`src/rtl/pri_enc_pkg.sv`:
```
`default_nettype none
// +----------------------------------------------------------------------------+
// | Module   : pri_enc_pkg                                                     |
// | Purpose  : Shared types and constants for the pri_enc_scan block.          |
// |            Holds the scan FSM state enum and the default request width.    |
// | Ports    : none (package)                                                  |
// | Revision : 1.0 - initial release                                           |
// +----------------------------------------------------------------------------+
package pri_enc_pkg;

  localparam int DEFAULT_WIDTH = 16;

  typedef enum logic [0:0] {
    IDLE = 1'b0,
    SCAN = 1'b1
  } state_e;

endpackage : pri_enc_pkg
`default_nettype wire

```
`src/rtl/pri_enc_comb.sv`:
```
`default_nettype none
// +----------------------------------------------------------------------------+
// | Module   : pri_enc_comb                                                    |
// | Purpose  : Purely combinational priority encoder. Returns the index of the |
// |            highest (MSB_FIRST=1) or lowest (MSB_FIRST=0) set bit of vec,   |
// |            plus a flag telling whether any bit is set.                     |
// | Ports    : vec [WIDTH] in  - request vector                                |
// |            idx [IDXW]  out - priority index (0 when vec is all-zero)       |
// |            any         out - at least one bit of vec is set                |
// | Revision : 1.0 - initial release                                           |
// +----------------------------------------------------------------------------+
module pri_enc_comb
  import pri_enc_pkg::*;
#(
  parameter int WIDTH     = DEFAULT_WIDTH,
  parameter bit MSB_FIRST = 1'b1,
  localparam int IDXW     = $clog2(WIDTH)
) (
  input  logic [WIDTH-1:0] vec,
  output logic [IDXW-1:0]  idx,
  output logic             any
);

  assign any = |vec;

  // The loop lets the last matching bit win, so the walk direction is chosen
  // opposite to the priority direction.
  generate
    if (MSB_FIRST) begin : g_msb_first
      always_comb begin
        idx = '0;
        for (int i = 0; i < WIDTH; i++) begin
          if (vec[i]) idx = IDXW'(i);
        end
      end
    end else begin : g_lsb_first
      always_comb begin
        idx = '0;
        for (int i = WIDTH - 1; i >= 0; i--) begin
          if (vec[i]) idx = IDXW'(i);
        end
      end
    end
  endgenerate

endmodule : pri_enc_comb
`default_nettype wire

```
`src/rtl/pri_enc_scan.sv`:
```
`default_nettype none
// +----------------------------------------------------------------------------+
// | Module   : pri_enc_scan                                                    |
// | Purpose  : Accepts a request vector and emits the indices of its set bits  |
// |            one beat at a time in priority order over a valid/ready stream. |
// |            An all-zero vector yields a single beat flagged by out_zero.    |
// | Ports    : clk, rst_n (sync, active-low), en (accept enable),             |
// |            flush (sync scan abort),                                        |
// |            in_valid/in_ready/bin_in [WIDTH]  - vector input handshake      |
// |            out_valid/out_ready/bin_out [IDXW]/out_last/out_zero - beats    |
// |            out_cnt [IDXW+1] - beat ordinal (only with PRI_ENC_SCAN_CNT_EN) |
// | Config   : define PRI_ENC_SCAN_CNT_EN to add the out_cnt beat counter.     |
// | Revision : 1.0 - initial release                                           |
// +----------------------------------------------------------------------------+
module pri_enc_scan
  import pri_enc_pkg::*;
#(
  parameter int WIDTH     = DEFAULT_WIDTH,
  parameter bit MSB_FIRST = 1'b1,
  localparam int IDXW     = $clog2(WIDTH)
) (
  input  logic             clk,
  input  logic             rst_n,
  input  logic             en,
  input  logic             flush,
  input  logic             in_valid,
  output logic             in_ready,
  input  logic [WIDTH-1:0] bin_in,
  output logic             out_valid,
  input  logic             out_ready,
  output logic [IDXW-1:0]  bin_out,
  output logic             out_last,
`ifdef PRI_ENC_SCAN_CNT_EN
  output logic [IDXW:0]    out_cnt,
`endif
  output logic             out_zero
);

  state_e           state_q, state_d;
  logic [WIDTH-1:0] vec_q, vec_d;

  logic [IDXW-1:0]  pri_idx;
  logic             pri_any;
  logic             single_bit;
  logic             accept;
  logic             beat;

  pri_enc_comb #(
    .WIDTH     (WIDTH),
    .MSB_FIRST (MSB_FIRST)
  ) u_pri_enc_comb (
    .vec (vec_q),
    .idx (pri_idx),
    .any (pri_any)
  );

  // Clearing the lowest set bit leaves zero only when at most one bit is set.
  assign single_bit = ~|(vec_q & (vec_q - WIDTH'(1)));

  // in_ready is qualified with rst_n so it reads 0 for the whole reset window.
  always_comb begin
    in_ready  = 1'b0;
    out_valid = 1'b0;
    bin_out   = '0;
    out_last  = 1'b0;
    out_zero  = 1'b0;
    if (state_q == IDLE) begin
      in_ready = rst_n & en & ~flush;
    end else begin
      out_valid = 1'b1;
      bin_out   = pri_idx;
      out_last  = single_bit;
      // vec can only be empty during SCAN if the accepted vector was empty,
      // since the last real bit returns the FSM to IDLE.
      out_zero  = ~pri_any;
    end
  end

  assign accept = in_valid & in_ready;
  assign beat   = out_valid & out_ready;

  always_comb begin
    state_d = state_q;
    vec_d   = vec_q;
    if (flush) begin
      state_d = IDLE;
      vec_d   = '0;
    end else begin
      case (state_q)
        IDLE: begin
          if (accept) begin
            state_d = SCAN;
            vec_d   = bin_in;
          end
        end
        SCAN: begin
          if (beat) begin
            vec_d = vec_q & ~(WIDTH'(1) << pri_idx);
            if (single_bit) state_d = IDLE;
          end
        end
        default: begin
          state_d = IDLE;
          vec_d   = '0;
        end
      endcase
    end
  end

  always_ff @(posedge clk) begin
    if (!rst_n) begin
      state_q <= IDLE;
      vec_q   <= '0;
    end else begin
      state_q <= state_d;
      vec_q   <= vec_d;
    end
  end

`ifdef PRI_ENC_SCAN_CNT_EN
  logic [IDXW:0] cnt_q, cnt_d;

  // Counts beats already emitted for the current vector; restarts at the
  // last beat so IDLE always shows 0.
  always_comb begin
    cnt_d = cnt_q;
    if (flush || accept) begin
      cnt_d = '0;
    end else if (beat) begin
      cnt_d = single_bit ? '0 : cnt_q + 1'b1;
    end
  end

  always_ff @(posedge clk) begin
    if (!rst_n) begin
      cnt_q <= '0;
    end else begin
      cnt_q <= cnt_d;
    end
  end

  assign out_cnt = cnt_q;
`endif

endmodule : pri_enc_scan
`default_nettype wire

```
`config.mk`:
```
export PLATFORM = sky130hd
export DESIGN_NAME = pri_enc_scan
export DESIGN_NICKNAME = d
export VERILOG_FILES = /design/src/rtl/pri_enc_pkg.sv /design/src/rtl/pri_enc_comb.sv /design/src/rtl/pri_enc_scan.sv
export SDC_FILE = /design/constraint.sdc
export NUM_CORES = 1
export LEC_CHECK = 0
export ABC_AREA = 0
export CORE_MARGIN = 5
export CORE_UTILIZATION = 60
export CTS_BUF_LIST = sky130_fd_sc_hd__clkbuf_8 sky130_fd_sc_hd__clkbuf_16
export CTS_CLUSTER_SIZE = 12
export DETAILED_ROUTE_END_ITERATION = 7
export DONT_BUFFER_PORTS = 1
export PLACE_DENSITY = 0.73
export SLEW_MARGIN = 10
export SYNTH_ARGS = -nofsm -noshare
export SYNTH_HDL_FRONTEND = slang
export SYNTH_HIERARCHICAL = 1
export SYNTH_SLANG_ARGS = --single-unit
```
`constraint.sdc`:
```
create_clock -name clk -period 5.6 [get_ports clk]
set_input_delay 0.84 -clock clk [delete_from_list [all_inputs] [get_ports clk]]
set_output_delay 0.84 -clock clk [all_outputs]
set_load 0.02 [all_outputs]
```
-- Word level (Yosys, flattened, before mapping)
Index checks and enable logic that the tools add are counted.
- $add $sub $neg: 1
- equal/unequal tests: 2
- shifts and indexed selects: 1
- multiplexer cells: 27
- bitwise logic cells: 11
- reductions and logical operators: 5
- operator list (kind ; count):
    $mux W4 ; 9
    $and A16 B16 Y16 ; 2
    $mux W16 ; 2
    $pmux W16 S2 ; 1
    $reduce_or A16 Y1 ; 2
    $not A16 Y16 ; 1
    $shl A1 B4 Y16 const A ; 1
    $sub A16 B1 Y16 const B ; 1
    $mux W3 ; 4
    $mux W1 ; 8
    $and A1 B1 Y1 ; 4
    $mux W2 ; 2
    $not A1 Y1 ; 4
    $ne A2 B1 Y1 const B ; 1
    $ne A2 B2 Y1 const B ; 1
    $pmux W1 S2 ; 1
    $reduce_and A2 Y1 ; 1
    $reduce_or A2 Y1 ; 1
    $logic_not A1 Y1 ; 1
- register bits: 17
- bits of input ports: 22
- output and inout bits: 8
- logic and storage cells: 49

-- Longest topological paths before layout
- word-level depth: 20
- mapped depth: 7
- depth with buffers taken out: 7

-- By module
Netlist, hierarchy kept.
- modules (own cells, without submodules) (module ; instances ; cells each ; area an instance (sq um)):
    pri_enc_scan ; 1 ; 135 ; 991.0
    pri_enc_comb ; 1 ; 28 ; 170.2

-- Worst setup path after synthesis
Ideal clock, no wire load.
- path kind: reg2out
- start: reg vec_q[11]
- end: out out_last
- arrival: 2.024 ns
- required time: 4.760 ns
- setup slack: 2.736 ns
- cell stages (with the launch flop): 6
- cell sequence: dfxtp_1 > or4_4 > a21boi_0 > o31a_1 > or4_1 > nor2_1
- cells in the longest elaborated chain, start to end: 5
- ends and longest elaborated chain (element ; line ; text):
    from (decl) ; pri_enc_scan.sv:40 ; logic [WIDTH-1:0] vec_q, vec_d;
    from (signal assigned) ; pri_enc_scan.sv:116 ; vec_q <= vec_d;
    $sub A16 B1 Y16 ; pri_enc_scan.sv:58 ; assign single_bit = ~|(vec_q & (vec_q - WIDTH'(1)));
    $and A16 B16 Y16 * ; pri_enc_scan.sv:58 ;
    $reduce_or A16 Y1 * ; pri_enc_scan.sv:58 ;
    $logic_not A1 Y1 * ; pri_enc_scan.sv:58 ;
    $mux W1 * ; pri_enc_scan.sv:67 ; if (state_q == IDLE) begin
    to (decl) ; pri_enc_scan.sv:32 ; output logic out_last,
Every way passes the cells marked *; elsewhere a longest branch is shown, timed or not.

-- Worst setup path after layout
- start: reg vec_q[2]
- end: out out_last
Same word-level chain as after synthesis.

==> impl_metrics.json <==
{
  "seqPwrFrac_pct": 51.6,
  "num_vias": 1231,
  "regToRegEndpoint": "vec_q[4]$_SDFFE_PP0P_",
  "holdPathStages": 2,
  "worst_pin_slew_ns": 0.9498,
  "p_int_uw": 179.8,
  "synth_edf_count": 0,
  "startpoint": "vec_q[2]$_SDFFE_PP0P_",
  "fp.dieH_um": 53.99,
  "grtUsageTotal_pct": 24.76,
  "cts_root_buf": "clkbuf_8",
  "initial_core_util_pct": 61.05,
  "postCtsSetupBuffers": 0,
  "comb_power_share_pct": 10.7,
  "cp-end-kind": "output pin",
  "numCtsBuffers": 3,
  "status": "complete, no violations",
  "ant_nets": 0,
  "async_reset_ff_share_pct": 0,
  "crit_path_start_kind": "flop",
  "grt_pass1_wl_mm": 5.375,
  "holdCritPathClass": "reg2reg",
  "syn-num-nets": 185,
  "cellLeakagePower_uw": 0.0004301,
  "drv_cap": 0,
  "port_buffers": 0,
  "rows": 16,
  "clkPwrFrac_pct": 37.7,
  "die-area_mm2": 0.002915,
  "fmaxAchievable_mhz": 305.3,
  "ys_warn_count": 6,
  "grt_setup_unrepaired": "no",
  "worstPathRequired_ns": 4.76,
  "p_total_uw": 240.9,
  "wl_per_cell_um": 16.31,
  "diodes": 0,
  "skew_ns": 0.003205,
  "crit_arrival_ns": 2.44,
  "cp-endpoint": "out_last",
  "place.gp.congestion": 0.8309,
  "grt_antenna_before_repair": 0,
  "cts_tree": "built",
  "cp_max_fo": 5,
  "die_x_um": 53.99,
  "totalWireLength_mm": 3.067,
  "cts_hold_buf": 0,
  "synth.distinct_cells": 42,
  "ff2ff_setup_slack_ns": 2.82,
  "clk_pin_slew_ns": 0.06,
  "avgSynthCellArea_um2": 7.123,
  "rr_startpoint": "state_q$_SDFF_PP0_",
  "routed_via_density": 6.548,
  "drc": 0,
  "seq_area_frac_synth_pct": 29.31,
  "rr_worst_depth": 5,
  "cts-resized-gates": 0,
  "placed_cells": 184,
  "drive_gt1_share_pct": 7.453,
  "final_nets": 184,
  "p_per_area_mw_per_mm2": 197.9,
  "post-route-period-util_pct": 58.50,
  "tns_ns": 0,
  "grt-ovfl-total": 0,
  "switching_share_pct": 25.37,
  "grt_max_degree": 20,
  "cts_sinks": 17,
  "synth_area_leaders": "dfxtp_1, a21oi_1, o21ai_0",
  "place_hpwl_mm": 2.231,
  "grt_pass1_vias": 1207,
  "layout.cells.non_filler": 188,
  "synthFlopType": "dfxtp_1",
  "htree_levels": 1,
  "clk_latency_ns": 0.25,
  "synth_cells": 163,
  "max_slew_margin_pct": 35.82,
  "coreArea_mm2": 0.001902,
  "synth-seq-cells": 17,
  "vdd_ir_drop_max_uv": 132.3,
  "area_delta_synth_final_pct": 4.849,
  "path_class": "reg2out",
  "clk_path_buf_depth": 2,
  "drv_slew": 0,
  "synth_top_area_share_pct": 29.31,
  "synth_area_leader_cell": "dfxtp_1",
  "hold_viol_final": 0,
  "min_period_ns": 3.276,
  "setup_viol": 0,
  "drt_iter0_markers": 49,
  "ioPinCount": 30,
  "synth_area_mm2": 0.001161,
  "whs_ns": 0.5437,
  "first_pass_iters": 4,
  "switchingPower_uw": 61.11
}
[cell families (layout without fill, tap and decap cells)]
group                    Yosys count  count (layout)  synth area share (%)
AO/OA/AOI/OAI                     70              70                 35.13
adder cells (fa/ha/maj)            2               2                 1.724
buffers and inverters              8               6                 2.693
flip-flops                        17              17                 29.31
AND/OR/NAND/NOR                   66              66                 31.14
[worst min path at each step]
stage | slack [ns] | startpoint | to
3_5_place_dp | 0.53 | vec_q[2]$_SDFFE_PP0P_ | vec_q[2]$_SDFFE_PP0P_
3_3_place_gp | 0.53 | vec_q[0]$_SDFFE_PP0P_ | vec_q[0]$_SDFFE_PP0P_
2_1_floorplan | 0.48 | vec_q[0]$_SDFFE_PP0P_ | vec_q[0]$_SDFFE_PP0P_
5_1_grt | 0.57 | vec_q[0]$_SDFFE_PP0P_ | vec_q[0]$_SDFFE_PP0P_
4_1_cts | 0.53 | vec_q[2]$_SDFFE_PP0P_ | vec_q[2]$_SDFFE_PP0P_
6_report | 0.54 | vec_q[2]$_SDFFE_PP0P_ | vec_q[2]$_SDFFE_PP0P_
[power groups by stage]
stage          sequential [uW]  combinational [uW]  clock (uW)
2_1_floorplan              126                21.5           0
3_5_place_dp               127                25.4           0
6_report                   124                25.8        90.7
3_3_place_gp               127                24.7           0
5_1_grt                    124                29.1        95.4
4_1_cts                    124                25.5        91.4
[through the flow]
| stage | utilization [%] | setup slack (ns) | instance area (um2) |
|---|---|---|---|
| global route | 64.01 | 2.115 | 1217 |
| global placement | 61.58 | 2.514 | 1171 |
| finish | 64.01 | 2.324 | 1217 |
| CTS | 64.01 | 2.316 | 1217 |
| floorplan | - | 2.736 | 1161 |
| detailed placement | 61.58 | 2.446 | 1171 |
[worst max-delay path, stage by stage (launching register included)]
cell and delay (ns):
dfxtp_1 0.35, or3_4 0.41, nor4_1 0.36, a21oi_1 0.21, or4_1 0.54, nor2_1 0.32
[registers in the layout, indices dropped and copies added (netlist names)]
name     count
state_q      1
vec_q       16
[cells in the mapped netlist (all sizes together) (2+ instances only)]
cell type and instances:
or2 3, o21ai 19, clkbuf 3, and2 5, o31ai 2, dfxtp 17, nand2 17, nor3 3
nand2b 3, nand3 3, nor4 4, nor2b 4, a21oi 29, nor2 14, buf 3, maj3 2
o22ai 2, a31oi 7, or4 4
[metal layers]
layer	track usage, %	up-vias	part of all wire (%)
met3	2.770	8	8.5
met2	41.73	61	48
met1	32.22	551	41
li1	-	611	-
met4	9.129	0	1.9
met5	0	-	0
[cells in the final DEF (no fill, tap or decap), drive strengths merged, types with 2 or more instances in the layout]
| cell type | netlist | layout |
|---|---|---|
| nor3 | 3 | 3 |
| or4 | 4 | 4 |
| nor2 | 14 | 14 |
| o21ai | 19 | 19 |
| o22ai | 2 | 2 |
| a31oi | 7 | 7 |
| maj3 | 2 | 2 |
| dfxtp | 17 | 17 |
| clkbuf | 3 | 3 |
| nor2b | 4 | 4 |
| a21oi | 29 | 29 |
| o31ai | 2 | 2 |
| clkinv | 1 | 2 |
| and2 | 5 | 5 |
| nand2b | 3 | 3 |
| nor4 | 4 | 4 |
| or2 | 3 | 3 |
| nand3 | 3 | 3 |
| nand2 | 17 | 17 |
[layout make-up]
class | instances | area, um2
Tap cell | 27 | 33.78
Clock inverter | 1 | 5.005
Multi-Input combinational cell | 138 | 789.5
Fill cell | 179 | 684.4
Clock buffer | 3 | 41.29
Inverter | 2 | 7.507
Sequential cell | 17 | 340.3
(Power assumes the default switching activity.)
